--- src/rtl/intl_multi_ch.sv ---
// N-channel interlock core: polarity, 2-flop sync, debounce, bypass, fault latch, first-fault capture, trip count.
// Latency: raw pin edge at clock edge 0 -> o_intl_filt at edge 3+T -> o_intl_state/o_trip at edge 4+T.
// Backpressure: none; level-sensitive pins and clear are sampled every cycle, all outputs registered.
module intl_multi_ch #(
    parameter  int N_CH  = 8,
    parameter  int DEB_W = 16,
    parameter  int TS_W  = 32,
    parameter  int CNT_W = 16,
    localparam int IDX_W = $clog2(N_CH)
) (
    input  logic              i_clk,
    input  logic              i_rst,
    input  logic [N_CH-1:0]   i_intl_raw,
    input  logic [N_CH-1:0]   i_active_high,
    input  logic [N_CH-1:0]   i_bypass,
    input  logic [DEB_W-1:0]  i_deb_th,
    input  logic              i_intl_rst,
    output logic [N_CH-1:0]   o_intl_state,
    output logic [N_CH-1:0]   o_intl_filt,
    output logic              o_trip,
    output logic              o_first_valid,
    output logic [IDX_W-1:0]  o_first_ch,
    output logic [TS_W-1:0]   o_first_time,
    output logic [CNT_W-1:0]  o_trip_cnt
);

    typedef enum logic {
        ARMED   = 1'b0,
        TRIPPED = 1'b1
    } fsm_t;

    // Pin level normalised so that 1 always means "fault asserted".
    logic [N_CH-1:0]  asserted;

    // Two-flop synchroniser; sync_q2 is the clean per-channel level s.
    logic [N_CH-1:0]  sync_q1;
    logic [N_CH-1:0]  sync_q2;

    // Debounce state: filtered level f and per-channel run-length counter c.
    logic [N_CH-1:0]  filt;
    logic [DEB_W-1:0] deb_cnt [N_CH];

    // Fault latch and its next value.
    logic [N_CH-1:0]  state;
    logic [N_CH-1:0]  set_vec;
    logic [N_CH-1:0]  clr_vec;
    logic [N_CH-1:0]  state_nxt;
    logic [N_CH-1:0]  new_set;
    logic [IDX_W-1:0] first_idx;

    // Free-running timestamp and first-fault capture.
    fsm_t             fsm;
    logic [TS_W-1:0]  ts;
    logic             first_vld;
    logic [IDX_W-1:0] first_ch;
    logic [TS_W-1:0]  first_time;
    logic [CNT_W-1:0] trip_cnt;
    logic             trip;

    // XNOR with the polarity select: pin == active level means fault.
    assign asserted = i_intl_raw ~^ i_active_high;

    // Two-stage synchroniser for the asynchronous pins.
    always_ff @(posedge i_clk) begin
        if (!i_rst) begin
            sync_q1 <= '0;
            sync_q2 <= '0;
        end else begin
            sync_q1 <= asserted;
            sync_q2 <= sync_q1;
        end
    end

    // Debounce: f only follows s after s has differed from f for T+1 consecutive cycles.
    // The >= compare lets a threshold lowered below a running count take effect at once.
    always_ff @(posedge i_clk) begin
        if (!i_rst) begin
            filt <= '0;
            for (int i = 0; i < N_CH; i++) begin
                deb_cnt[i] <= '0;
            end
        end else begin
            for (int i = 0; i < N_CH; i++) begin
                if (sync_q2[i] == filt[i]) begin
                    deb_cnt[i] <= '0;
                end else if (deb_cnt[i] >= i_deb_th) begin
                    filt[i]    <= sync_q2[i];
                    deb_cnt[i] <= '0;
                end else begin
                    deb_cnt[i] <= deb_cnt[i] + DEB_W'(1);
                end
            end
        end
    end

    // Next latch vector: set from unbypassed filtered faults, clear only channels no longer asserted.
    // Set and clear both key off the same f, so a channel is never set and cleared together.
    always_comb begin
        set_vec   = filt & ~i_bypass;
        clr_vec   = i_intl_rst ? ~filt : '0;
        state_nxt = set_vec | (state & ~clr_vec);
        new_set   = state_nxt & ~state;
    end

    // Lowest-index channel among those newly latching this cycle.
    always_comb begin
        first_idx = '0;
        for (int i = N_CH - 1; i >= 0; i--) begin
            if (new_set[i]) begin
                first_idx = IDX_W'(i);
            end
        end
    end

    // Trip FSM with latch vector, timestamp, first-fault capture and saturating trip counter.
    always_ff @(posedge i_clk) begin
        if (!i_rst) begin
            fsm        <= ARMED;
            state      <= '0;
            trip       <= 1'b0;
            ts         <= '0;
            first_vld  <= 1'b0;
            first_ch   <= '0;
            first_time <= '0;
            trip_cnt   <= '0;
        end else begin
            ts    <= ts + TS_W'(1);
            state <= state_nxt;
            trip  <= |state_nxt;
            case (fsm)
                ARMED: begin
                    if (|state_nxt) begin
                        fsm        <= TRIPPED;
                        first_vld  <= 1'b1;
                        first_ch   <= first_idx;
                        first_time <= ts;
                        if (trip_cnt != '1) begin
                            trip_cnt <= trip_cnt + CNT_W'(1);
                        end
                    end
                end
                TRIPPED: begin
                    // Only a clear can empty the latch vector; first-fault data stays frozen until then.
                    if (!(|state_nxt)) begin
                        fsm        <= ARMED;
                        first_vld  <= 1'b0;
                        first_ch   <= '0;
                        first_time <= '0;
                    end
                end
            endcase
        end
    end

    assign o_intl_state  = state;
    assign o_intl_filt   = filt;
    assign o_trip        = trip;
    assign o_first_valid = first_vld;
    assign o_first_ch    = first_ch;
    assign o_first_time  = first_time;
    assign o_trip_cnt    = trip_cnt;

endmodule

--- config.mk ---
export PLATFORM = sky130hd
export DESIGN_NAME = intl_multi_ch
export DESIGN_NICKNAME = d
export VERILOG_FILES = /design/src/rtl/intl_multi_ch.sv
export SDC_FILE = /design/constraint.sdc
export NUM_CORES = 1
export LEC_CHECK = 0
export ABC_AREA = 1
export BUFFER_PORTS_ARGS = -buffer_cell sky130_fd_sc_hd__buf_2
export CAP_MARGIN = 25
export CORE_ASPECT_RATIO = 2
export CORE_MARGIN = 2
export CORE_UTILIZATION = 40
export CTS_CLUSTER_DIAMETER = 120
export CTS_CLUSTER_SIZE = 12
export DETAILED_ROUTE_END_ITERATION = 10
export HOLD_SLACK_MARGIN = 0.12
export SETUP_SLACK_MARGIN = 0.4
export SLEW_MARGIN = 15
export SYNTH_ARGS = -nofsm -noshare
export SYNTH_HDL_FRONTEND = slang
export SYNTH_SLANG_ARGS = --single-unit
--- constraint.sdc ---
create_clock -name i_clk -period 4.7 [get_ports i_clk]
set_clock_uncertainty 0.05 [all_clocks]
set_input_delay 0 -clock i_clk [delete_from_list [all_inputs] [get_ports i_clk]]
set_output_delay 0 -clock i_clk [all_outputs]
set_load 0.01 [all_outputs]
Yosys cells after proc, flatten, opt, wreduce, memory -nomap -nowiden
Memory sizes are Yosys's and may differ from the RTL's.
Cells that the tools add are included.
{"block": "totals", "ff_bits": 118, "mem_bits_rw": 128, "inputBits": 43, "out_inout_bits": 69, "wordCells": 233, "mem_count": 1}
{"block": "classes", "n_addsub": 10, "magnitude_cmp": 8, "eq_ne": 11, "n_mux": 132, "bitwise": 42, "n_reduce_logical": 11}
{"memory": "deb_cnt", "words": 8, "word_bits": 16, "read_ports": 8, "rd_ports_with_merged_regs": 0, "write_ports": 8, "line_no": "41", "text": "logic [DEB_W-1:0] deb_cnt [N_CH];"}
{"operator": "$mux W16", "count": 24}
{"operator": "$add A16 B1 Y16 const B", "count": 9}
{"operator": "$ge A16 B16 Y1", "count": 8}
{"operator": "$mux W1", "count": 92}
{"operator": "$mux W32", "count": 2}
{"operator": "$pmux W32 S2", "count": 1}
{"operator": "$add A32 B1 Y32 const B", "count": 1}
{"operator": "$not A8 Y8", "count": 4}
{"operator": "$mux W3", "count": 10}
{"operator": "$and A8 B8 Y8", "count": 3}
{"operator": "$or A1 B1 Y1", "count": 24}
{"operator": "$reduce_and A2 Y1", "count": 9}
{"operator": "$ne A16 B16 Y1 const B", "count": 1}
{"operator": "$not A1 Y1", "count": 9}
{"operator": "$eq A1 B1 Y1", "count": 8}
{"operator": "$mux W8", "count": 1}
{"operator": "$or A8 B8 Y8", "count": 1}
{"operator": "$reduce_or A8 Y1", "count": 1}
{"operator": "$xnor A8 B8 Y8", "count": 1}
{"operator": "$pmux W3 S2", "count": 1}
{"operator": "$ne A2 B2 Y1 const B", "count": 2}
{"operator": "$reduce_and A3 Y1", "count": 1}
{"operator": "$pmux W1 S2", "count": 1}

Depth between registers and ports, before layout
{"block": "depth", "ltp_word": 16, "depth_mapped": 14, "ltp_nobuf": 14}

Worst setup path after synthesis
No wires, ideal clock.
{"block": "synth_path", "path_type": "reg2reg", "from": "register filt[1], in the netlist o_intl_filt[1]", "to": "register first_ch[2], in the netlist o_first_ch[2]", "setup_ns": 0.070, "arrival_time_ns": 2.128, "required_time_ns": 4.580, "path_slack_ns": 2.452, "stages_incl_launch_ff": 13, "n_path_buf": 1, "period_less_slack_ns": 2.248, "path_cell_list": "dfxtp_1 inv_1 or2_2 a22oi_1 nor3_1 nand2_1 ha_1 clkbuf_1 nor2_2 nand2_1 nor3_1 o21ai_0 a21oi_1"}
{"block": "synth_via", "elab_chain_cells": 10, "word_cells_on_any_way": 15, "classes_between": "2 x eq/ne; 5 x mux; 6 x bitwise; 2 x reduce/logical"}
{"item": "start, declared", "line_no": "40", "text": "logic [N_CH-1:0] filt;"}
{"item": "start signal, assigned by index", "line_no": "87", "text": "filt[i] <= sync_q2[i];"}
{"item": "$not A8 Y8", "line_no": "100", "text": "clr_vec = i_intl_rst ? ~filt : '0;"}
{"item": "$mux W8", "line_no": "100"}
{"item": "$not A8 Y8", "line_no": "101", "text": "state_nxt = set_vec | (state & ~clr_vec);"}
{"item": "$and A8 B8 Y8", "line_no": "101"}
{"item": "$or A8 B8 Y8 *", "line_no": "101"}
{"item": "$and A8 B8 Y8", "line_no": "102", "text": "new_set = state_nxt & ~state;"}
{"item": "$mux W3 (2 in series)", "line_no": "109", "text": "if (new_set[i]) begin"}
{"item": "$mux W3", "line_no": "132", "text": "if (|state_nxt) begin"}
{"item": "$pmux W3 S2", "line_no": "130", "text": "case (fsm)"}
{"item": "end signal, assigned", "line_no": "135", "text": "first_ch <= first_idx;"}
{"item": "end, declared", "line_no": "55", "text": "logic [IDX_W-1:0] first_ch;"}
Every way passes the cells marked *; elsewhere a longest branch is shown, timed or not. The select of a mux whose other input is x is not followed.
A chain may end at the register's enable or synchronous reset.

Final worst setup path
{"block": "layout_path", "from": "register filt[7], in the netlist o_intl_filt[7]", "to": "register trip_cnt[3], in the netlist o_trip_cnt[3]"}
{"block": "layout_via", "elab_chain_cells": 7, "word_cells_on_any_way": 8, "classes_between": "1 x mux; 5 x bitwise; 2 x reduce/logical"}
{"item": "$not A8 Y8", "line_no": "100"}
{"item": "$mux W8", "line_no": "100"}
{"item": "$not A8 Y8", "line_no": "101"}
{"item": "$and A8 B8 Y8", "line_no": "101"}
{"item": "$or A8 B8 Y8 *", "line_no": "101"}
{"item": "$reduce_or A8 Y1 *", "line_no": "132"}
{"item": "$reduce_and A3 Y1 (no source line) *"}
{"item": "end signal, assigned", "line_no": "138", "text": "trip_cnt <= trip_cnt + CNT_W'(1);"}
{"item": "end, declared", "line_no": "57", "text": "logic [CNT_W-1:0] trip_cnt;"}
Every way passes the cells marked *; elsewhere a longest branch is shown, timed or not.

==> flow_summary.json <==
{
  "yosys_warnings": 0,
  "grt_max_degree": 79,
  "numPortBuffers": 111,
  "postRouteAntennaNets": 0,
  "peakVddDrop_mv": 0.2459,
  "cts_buffer_depth": 3,
  "critPathCaptureType": "register",
  "drv_cap": 0,
  "std_cell_rows": 99,
  "grt_pass1_wl_microns": 62930,
  "avgRoutedWirePerCell_microns": 15.04,
  "setup.worst_path.start": "o_intl_filt[7]",
  "synthToLayoutAreaGrowth_pct": 16.94,
  "failed_checks": "design-rule violations",
  "gr-total-overflow": 0,
  "nNetsFinal": 2312,
  "final.min_clock_period_ns": 2.998,
  "sw_pwr_w": 0.001434,
  "cts_setup_buffers": 0,
  "postCtsResizedCells": 0,
  "finalHoldViolCount": 0,
  "number_of_iterations_in_the_first_detailed_routing_pass": 8,
  "grt_usage": 0.2018,
  "floorplan.io_pins": 112,
  "count_of_state_elements_after_synthesis": 245,
  "req_time_crit_path_ns": 5.07,
  "post-route-drc-count": 5,
  "timing.critical_path.fanout_max": 20,
  "ctsRootBufferMaster": "sky130_fd_sc_hd__clkbuf_16",
  "die-area_sq_um": 38720,
  "die_w_microns": 140.1,
  "unrepaired_setup_endpoints_after_global_routing": "no",
  "max-slew-margin-rel": 0.3976,
  "setup_tns_ns": 0,
  "detailed_place_hpwl_microns": 29880,
  "numCtsBuffers": 24,
  "post_synth_edffs": 128,
  "synth_area_leader_cell": "sky130_fd_sc_hd__edfxtp_1",
  "cts.htree.levels": 1,
  "power.total_w": 0.005025,
  "synth_async_sr_flop_share": 0,
  "report.final.slew_viol_count": 0,
  "final_cells": 2598,
  "cts_tree": "built",
  "holdCritPathClass": "input pin to register",
  "worst-setup-path-type": "register to register",
  "clkSlewWorstSetupHoldPaths_ns": 0.07,
  "clkLatencyLatePin_ns": 0.54,
  "synthTopCellsByArea": "sky130_fd_sc_hd__edfxtp_1 26%, sky130_fd_sc_hd__dfxtp_1 16%, sky130_fd_sc_hd__ha_1 12%, sky130_fd_sc_hd__nand2_1 10%, sky130_fd_sc_hd__nor2_1 7.1%",
  "dp.cells": 2525,
  "power.clock.fraction": 0.363,
  "layout_worst_path_cycle_share": 0.6379,
  "floorplan.die.height_microns": 276.3,
  "startpoint_class_of_the_critical_path": "register",
  "worst_slew_pin_slew_ns": 0.9036,
  "power_per_cell_area_nw_per_um2": 289.8,
  "netlist-cell-type-count": 42,
  "insertedDiodeCount": 0,
  "fp.coreArea_sq_um": 36540,
  "fmax_mhz": 333.5,
  "p_sw_frac": 0.2854,
  "setup-violations-final": 0,
  "synthesis.area_sq_um": 14830,
  "detailedRoute.firstIterationViolations": 539,
  "drive_above_1_share": 0.08489,
  "first_global_vias": 12995,
  "route.detailed.vias_per_inst": 4.917,
  "combPwrFrac": 0.148,
  "final.hold.worst_slack_ns": 0.2015,
  "avgSynthCellArea_sq_um": 7.976,
  "syn-instance-count": 1859,
  "initial_core_util": 0.4058,
  "route.final.wire_length_microns": 39090,
  "hold_path_startpoint": "i_active_high[0]",
  "regToRegStartpoint": "o_intl_filt[7]",
  "static-leakage-power_nw": 7.755,
  "worstPathArrival_ns": 3.37,
  "synth_largest_type_area_fraction": 0.2592,
  "synth_top_flop_cell": "sky130_fd_sc_hd__edfxtp_1",
  "grt_antenna_before_repair": 0,
  "routability_congestion": 0.8533,
  "seq_power_share": 0.488,
  "result_of_the_run": "finished, violations left",
  "p_int_w": 0.003591,
  "share_of_synthesized_area_occupied_by_flip_flops_and_latches": 0.4172,
  "vias": 12774,
  "clock_sinks": 245
}
power by group through the flow:
stage	logic (W)	registers, W	clock network [W]
6_report	0.000746	0.00245	0.00183
5_1_grt	0.000861	0.00247	0.00195
4_1_cts	0.000752	0.00245	0.00188
3_5_place_dp	0.000722	0.00250	0
3_3_place_gp	0.000702	0.00250	0
2_1_floorplan	0.000507	0.00248	0
worst max-delay path: stages (launching register included):
cell                            delay (ns)
sky130_fd_sc_hd__dfxtp_1              0.38
sky130_fd_sc_hd__inv_1                0.15
sky130_fd_sc_hd__a22oi_1              0.10
sky130_fd_sc_hd__dlygate4sd3_1        0.56
sky130_fd_sc_hd__inv_1                0.10
sky130_fd_sc_hd__nand3_1              0.07
sky130_fd_sc_hd__nor2_1               0.13
sky130_fd_sc_hd__nand2_1              0.08
sky130_fd_sc_hd__ha_1                 0.26
sky130_fd_sc_hd__nand2_1              0.46
sky130_fd_sc_hd__inv_1                0.25
sky130_fd_sc_hd__nand2_1              0.16
sky130_fd_sc_hd__nand2_1              0.06
sky130_fd_sc_hd__nand2_1              0.05
sky130_fd_sc_hd__nor2_1               0.04
metrics by stage:
step,util,setup WS (ns),area (sq um)
after floorplan,-,2.452,15300
after global placement,0.4466,2.119,16320
after detailed placement,0.4466,2.005,16320
after CTS,0.4745,1.661,17340
after global routing,0.4745,1.377,17340
final,0.4745,1.702,17340
cell families (layout without fill, tap and decap cells):
group / count (synthesis) / in the layout / synth area share
AO/OA/AOI/OAI: 223 / 223 / 0.07958
XOR/XNOR: 96 / 96 / 0.05671
other: 1 / 128 / 0.0002529
buffers and inverters: 247 / 405 / 0.06413
flip-flops: 245 / 245 / 0.4172
AND/OR/NAND/NOR: 908 / 908 / 0.2648
adder cells (fa/ha/maj): 139 / 139 / 0.1173
layout make-up:
type	instances	area (sq um)
multi-input combinational	1494	8167
clock inverter	1	8.758
tap	454	568.0
fill	3628	19200
clock buffer	39	678.2
timing repair buffer	148	915.9
inverter	217	814.5
sequential	245	6186
registers in the layout, indices dropped and copies added (netlist names):
signal	count
deb_cnt	128
sync_q2	8
o_first_time	32
o_intl_filt	8
o_first_ch	3
sync_q1	8
ts	32
o_intl_state	8
o_first_valid	1
o_trip_cnt	16
fsm	1
cells in the mapped netlist (all sizes together), types with 24 or more instances:
| cell | number |
|---|---|
| nor3 | 62 |
| xnor2 | 24 |
| nand4 | 37 |
| ha | 139 |
| nor2 | 292 |
| xor2 | 72 |
| o21ai | 41 |
| a21oi | 155 |
| dfxtp | 117 |
| nand2 | 411 |
| edfxtp | 128 |
| inv | 216 |
| nand3 | 78 |
final timing paths:
path	end	slack (ns)	cells after the start
min reg2reg	sync_q2[6]	0.36	2
max	o_trip_cnt[3]	1.70	14
max reg2reg	o_trip_cnt[3]	1.70	14
min	sync_q1[0]	0.20	4
cell usage in the layout, fill, tap and decap left out, types with 33 or more instances in the layout:
cell,Yosys,routed
sky130_fd_sc_hd__ha_1,139,139
sky130_fd_sc_hd__nand3_1,76,76
sky130_fd_sc_hd__buf_2,10,111
sky130_fd_sc_hd__xor2_1,72,72
sky130_fd_sc_hd__nand2_1,406,406
sky130_fd_sc_hd__a21oi_1,155,155
sky130_fd_sc_hd__dfxtp_1,117,117
sky130_fd_sc_hd__o21ai_0,41,41
sky130_fd_sc_hd__edfxtp_1,128,128
sky130_fd_sc_hd__conb_1,1,128
sky130_fd_sc_hd__nor2_1,279,279
sky130_fd_sc_hd__nand4_1,37,37
sky130_fd_sc_hd__dlygate4sd3_1,0,33
sky130_fd_sc_hd__inv_1,212,212
sky130_fd_sc_hd__nor3_1,53,53
per-layer routing:
| layer | part of all wire | GRT usage |
|---|---|---|
| met3 | 0.042 | 0.02546 |
| met2 | 0.54 | 0.4008 |
| met4 | 0.052 | 0.1015 |
| met5 | 0 | 0 |
| met1 | 0.37 | 0.2003 |
what timing repair did:
item / 4_1_cts / 5_1_grt
endpoints found under the setup margin: 0 / 0
hold endpoints to repair: 34 / 0
hold buffers: 33 / 0
Power figures use the tool's default switching activity.
